File: config.mk
export PLATFORM = sky130hd
export DESIGN_NAME = io_bus_master
export DESIGN_NICKNAME = d
export VERILOG_FILES = /design/src/rtl/io_bus_master.sv
export SDC_FILE = /design/constraint.sdc
export NUM_CORES = 1
export LEC_CHECK = 0
export BUFFER_PORTS_ARGS = -buffer_cell sky130_fd_sc_hd__buf_4
export CAP_MARGIN = 15
export CORE_MARGIN = 2
export CORE_UTILIZATION = 46
export CTS_BUF_LIST = sky130_fd_sc_hd__clkbuf_16
export DETAILED_ROUTE_END_ITERATION = 8
export GPL_TIMING_DRIVEN = 0
export HOLD_SLACK_MARGIN = 0.05
export PLACE_DENSITY = 0.77
export SLEW_MARGIN = 10
export SYNTH_ARGS = -nofsm -noshare
export SYNTH_HDL_FRONTEND = slang
export SYNTH_SLANG_ARGS = --single-unit
File: constraint.sdc
create_clock -name clk -period 2.6 [get_ports clk]
set_clock_uncertainty 0.2 [all_clocks]
set_input_delay 0.52 -clock clk [delete_from_list [all_inputs] [get_ports clk]]
set_output_delay 0.52 -clock clk [all_outputs]
set_load 0.05 [all_outputs]
File: src/rtl/io_bus_master.sv
// rtl/io_bus_master.sv - CPU-side blocking initiator for the 8-bit-address debug IO bus
module io_bus_master #(
    parameter logic [7:0]  IN_DATA  = 8'h10,
    parameter logic [7:0]  IN_STAT  = 8'h14,
    parameter logic [7:0]  OUT_DATA = 8'h08,
    parameter logic [7:0]  OUT_STAT = 8'h0C,
    parameter bit          POLL_EN  = 1'b1,
    parameter int unsigned POLL_MAX = 0
) (
    input  logic        clk,
    input  logic        rstn,
    input  logic        req,
    input  logic        req_we,
    input  logic [7:0]  req_addr,
    input  logic [31:0] req_wdata,
    output logic        busy,
    output logic        resp_done,
    output logic        resp_err,
    output logic [31:0] resp_rdata,
    output logic [7:0]  io_addr,
    output logic [31:0] io_dout,
    output logic        io_we,
    output logic        io_rd,
    input  logic [31:0] io_din
);

    typedef enum logic [2:0] {
        S_IDLE,
        S_PRD,
        S_PCAP,
        S_WR,
        S_RD,
        S_RCAP,
        S_FIN
    } state_t;

    localparam logic [15:0] POLL_LIMIT = 16'(POLL_MAX);

    state_t      state_q, state_d;
    logic        we_q, we_d;
    logic [7:0]  addr_q, addr_d;
    logic [31:0] wdata_q, wdata_d;
    logic        err_q, err_d;
    logic [15:0] poll_cnt_q, poll_cnt_d;
    logic [15:0] poll_inc;
    logic        busy_q, busy_d;
    logic        resp_done_q, resp_done_d;
    logic        resp_err_q, resp_err_d;
    logic [31:0] resp_rdata_q, resp_rdata_d;
    logic [7:0]  io_addr_q, io_addr_d;
    logic [31:0] io_dout_q, io_dout_d;
    logic        io_we_q, io_we_d;
    logic        io_rd_q, io_rd_d;

    // Next-state logic; every output is computed from the state being entered so it is registered
    always_comb begin
        state_d      = state_q;
        we_d         = we_q;
        addr_d       = addr_q;
        wdata_d      = wdata_q;
        err_d        = err_q;
        poll_cnt_d   = poll_cnt_q;
        resp_rdata_d = resp_rdata_q;
        io_addr_d    = io_addr_q;
        io_dout_d    = io_dout_q;
        resp_done_d  = 1'b0;
        resp_err_d   = 1'b0;
        io_we_d      = 1'b0;
        io_rd_d      = 1'b0;
        poll_inc     = (poll_cnt_q == 16'hFFFF) ? poll_cnt_q : poll_cnt_q + 16'd1;

        case (state_q)
            S_IDLE: begin
                if (req) begin
                    we_d       = req_we;
                    addr_d     = req_addr;
                    wdata_d    = req_wdata;
                    err_d      = 1'b0;
                    poll_cnt_d = 16'd0;
                    if (req_addr[1:0] != 2'b00) begin
                        err_d   = 1'b1;
                        state_d = S_FIN;
                    end else if (POLL_EN && !req_we && req_addr == IN_DATA) begin
                        io_addr_d = IN_STAT;
                        state_d   = S_PRD;
                    end else if (POLL_EN && req_we && req_addr == OUT_DATA) begin
                        io_addr_d = OUT_STAT;
                        state_d   = S_PRD;
                    end else begin
                        io_addr_d = req_addr;
                        state_d   = req_we ? S_WR : S_RD;
                    end
                end
            end
            S_PRD: begin
                state_d = S_PCAP;
            end
            S_PCAP: begin
                if (io_din != 32'd0) begin
                    poll_cnt_d = poll_inc;
                    if (POLL_LIMIT != 16'd0 && poll_inc == POLL_LIMIT) begin
                        err_d   = 1'b1;
                        state_d = S_FIN;
                    end else begin
                        state_d = S_PRD;
                    end
                end else begin
                    io_addr_d = addr_q;
                    state_d   = we_q ? S_WR : S_RD;
                end
            end
            S_WR: begin
                state_d = S_FIN;
            end
            S_RD: begin
                state_d = S_RCAP;
            end
            S_RCAP: begin
                resp_rdata_d = io_din;
                state_d      = S_FIN;
            end
            S_FIN: begin
                state_d = S_IDLE;
            end
            default: begin
                state_d = S_IDLE;
            end
        endcase

        // Strobes and completion flags belong to the cycle spent in the state just entered
        if (state_d == S_PRD || state_d == S_RD) begin
            io_rd_d = 1'b1;
        end
        if (state_d == S_WR) begin
            io_we_d   = 1'b1;
            io_dout_d = wdata_d;
        end
        if (state_d == S_FIN) begin
            resp_done_d = 1'b1;
            resp_err_d  = err_d;
            if (err_d && !we_d) begin
                resp_rdata_d = 32'd0;
            end
        end
        busy_d = (state_d != S_IDLE) && (state_d != S_FIN);
    end

    // State and output registers; reset drops any transaction in flight without a done pulse
    always_ff @(posedge clk or negedge rstn) begin
        if (!rstn) begin
            state_q      <= S_IDLE;
            we_q         <= 1'b0;
            addr_q       <= 8'd0;
            wdata_q      <= 32'd0;
            err_q        <= 1'b0;
            poll_cnt_q   <= 16'd0;
            busy_q       <= 1'b0;
            resp_done_q  <= 1'b0;
            resp_err_q   <= 1'b0;
            resp_rdata_q <= 32'd0;
            io_addr_q    <= 8'd0;
            io_dout_q    <= 32'd0;
            io_we_q      <= 1'b0;
            io_rd_q      <= 1'b0;
        end else begin
            state_q      <= state_d;
            we_q         <= we_d;
            addr_q       <= addr_d;
            wdata_q      <= wdata_d;
            err_q        <= err_d;
            poll_cnt_q   <= poll_cnt_d;
            busy_q       <= busy_d;
            resp_done_q  <= resp_done_d;
            resp_err_q   <= resp_err_d;
            resp_rdata_q <= resp_rdata_d;
            io_addr_q    <= io_addr_d;
            io_dout_q    <= io_dout_d;
            io_we_q      <= io_we_d;
            io_rd_q      <= io_rd_d;
        end
    end

    assign busy       = busy_q;
    assign resp_done  = resp_done_q;
    assign resp_err   = resp_err_q;
    assign resp_rdata = resp_rdata_q;
    assign io_addr    = io_addr_q;
    assign io_dout    = io_dout_q;
    assign io_we      = io_we_q;
    assign io_rd      = io_rd_q;

endmodule

==> results.toml <==
[cells_and_area]
final_area_um2 = 7635
drive_gt1_share_pct = 47.79
nFillCells = 751
mostFrequentLayoutCells = "buf_4, nand2_1, dfrtp_1"
diodes = 0
multi_input_area_um2 = 2158
fin_nets = 718
syn2layout_area_growth_pct = 51.08
final_common_cell = "buf_4"
ff_latch_area_um2 = 3055

[sta]
finalCritPeriodShare_pct = 101.6
fin_ws_ns = -0.04243
worst_pin_slew_ns = 0.8421
rsz0062_at_grt = "true"
whs_ns = 0.1223
post-route-min-period_ns = 2.642
finalSetupViolCount = 31
max_freq_ghz = 0.3784
finalMaxSlewViolations = 0
slew-limit-headroom_pct = 43.74
timing.final.hold_violations = 0

[detailed_routing]
via_per_inst = 5.040
wl_per_cell_um = 16.43
first_iter_violations = 202
wl_um = 13060
ant_nets = 0
drt_pre_antenna_iters = 4
drcViolationCount = 0
vias = 4007

[yosys]
synth_edf_count = 0
ys_ff_latch = 122
synth.top_cell.area_share_pct = 60.41
ys_top_cells_by_area = "dfrtp_1, nand2_1, mux2i_1, mux2_1, a21oi_1"
ys.warnings.count = 0
synth_fp_nets = 522
synth_area_per_cell_um2 = 11.33
syn_area_um2 = 5054
synth.distinct_cells = 40
postSynthCellCount = 446
ys_async_sr_fraction_pct = 100.0
yosysTopAreaCell = "dfrtp_1"
yosys_most_used_dff = "dfrtp_1"
ys_seq_area_share_pct = 60.41

[clock_network]
clockBufferDepth = 2
cts_root_buf = "clkbuf_16"
ctsHtreeMaxLevel = 4
cts.reportedPaths.clkPinSlew_ns = 0.06
clk_latency_ns = 0.41
cts_made_buffers = 17
tritoncts = "built"
clkSinkCount = 122

[floorplan]
num_rows = 38
initial_core_util_pct = 46.82
num_io_pins = 153
die_w_um = 108.8
dieArea_um2 = 11840
coreArea_um2 = 10790
die_h_um = 108.8

[critical_path]
worstPathCellList = "buf_4 > nor4_1 > nand4_1 > or3_4 > a211oi_4 > buf_6 > clkbuf_16 > mux2_4"
critPathMaxStageDelay_ns = 0.49
end_kind = "flop"
reg2reg_depth = 7
crit_type = "in -> reg"
path_max_fanout = 7
cp.required_ns = 2.69
r2r_start = "state_q[2]"
critPathArrivalTime_ns = 2.74
crit_path_start = "io_din[15]"
rrSetupSlack_ns = 0
regToRegEndpoint = "io_dout[12]"
critPathLaunchType = "input port"
crit_slowest_cell = "or3_4"

[worst_hold_path]
min-delay-start = "req_wdata[19]"
hold_end = "wdata_q[19]"
min_path_type = "in -> reg"
hold_depth = 3

[global_route]
grt_util_all_layers_pct = 22.43
grt_pass1_wl_um = 20440
grt-ovfl-total = 0
antenna_found_initial = 0
grt_pass1_vias = 4299
grt_max_degree = 72

[place]
gp_congestion = 0.7315
postPlaceCellArea_um2 = 6445
hpwl_um = 8430
port_buffers = 152
pre_cts_ws_ns = -0.6654

[run_status]
status = "complete, but fails checks"
violations = "negative setup slack"

[power]
cellLeakagePower_nw = 3.926
ir_worst_vdd_mv = 1.010
p_total_mw = 12.13
p_per_area_nw_per_um2 = 1588

[flow_run]
cap_violations = 0
[how the worst max path moves through the flow]
stage                     endpoint  slack [ns]
finish                 io_dout[12]       -0.04
floorplan              io_dout[10]       -0.06
detailed placement      io_dout[2]       -0.67
global placement    resp_rdata[10]       -0.66
global route           io_dout[12]       -0.07
CTS                    io_dout[11]       -0.29
[area by class of cell]
type / count / area share [%]
buffer: 22 / 1.934
clock buffer: 17 / 5.572
inverter: 7 / 0.3441
sequential: 122 / 40.02
timing repair buffer: 182 / 19.08
multi-input combinational: 290 / 28.27
tap: 140 / 2.294
clock inverter: 15 / 2.491
[cells in the mapped netlist (2+ instances only)]
| cell | number |
|---|---|
| o21ai_0 | 2 |
| and2_1 | 2 |
| a21oi_1 | 34 |
| mux2i_1 | 34 |
| dfrtp_1 | 122 |
| buf_6 | 3 |
| mux2_2 | 14 |
| nor4_1 | 9 |
| a22oi_1 | 2 |
| nand3_1 | 3 |
| nor2b_1 | 2 |
| clkbuf_1 | 20 |
| nor3b_1 | 4 |
| or2_2 | 2 |
| nand2_1 | 127 |
| nor2_1 | 4 |
| mux2_1 | 29 |
| inv_1 | 7 |
| nand4_1 | 2 |
| buf_2 | 4 |
[critical path: cells and delay by family]
family | cells | cell delay [ns]
AOI/OAI and AO/OA | 1 | 0.27
and+or+nand+nor | 3 | 1.15
buffers and inverters | 3 | 0.50
muxes | 1 | 0.29
[report_power, final]
group | internal, mW | switching [mW] | leakage [nW]
sequential | 2.81 | 0.442 | 1.52
combinational | 2.47 | 3.98 | 2.12
clock | 1.53 | 0.909 | 0.287
total | 6.80 | 5.33 | 3.93
[repair_timing]
item	CTS	global route
gates cloned	5	1
setup buffers	17	8
gates resized for setup	89	13
setup endpoints to repair	67	67
hold buffers	1	0
pin swaps	33	9
endpoints found under the hold margin	51	0
[routing by layer]
metal | routed length, um | track usage (%)
met5 | 0 | 0
met4 | 70 | 6.319
met1 | 5446 | 26.35
met3 | 929 | 8.129
met2 | 6613 | 38.75
[logic make-up (layout without fill, tap and decap cells)]
kind of cell,after synthesis,count (layout),share of synthesized area (%)
AO/OA/AOI/OAI,51,51,6.314
XOR/XNOR,1,1,0.1733
buffers and inverters,34,243,3.070
flip-flops,122,122,60.41
multiplexers,77,77,16.32
AND/OR/NAND/NOR,161,161,13.72
[state kept, by name, indices dropped and copies added, names as in the netlist]
name	count
we_q	1
resp_rdata	32
resp_done	1
resp_err	1
busy	1
io_addr	8
addr_q	8
io_dout	32
io_we	1
wdata_q	32
state_q	3
err_q	1
io_rd	1
[stage by stage]
stage / TNS [ns] / utilization (%) / cells
after floorplan: -1.686 / - / 446
final: -0.6106 / 70.74 / 795
after detailed placement: -36.20 / 59.71 / 739
after global routing: -2.342 / 70.74 / 795
after CTS: -8.599 / 70.40 / 792
after global placement: -46.19 / 59.37 / 738
Note: power is estimated with default switching activity, not from simulation.
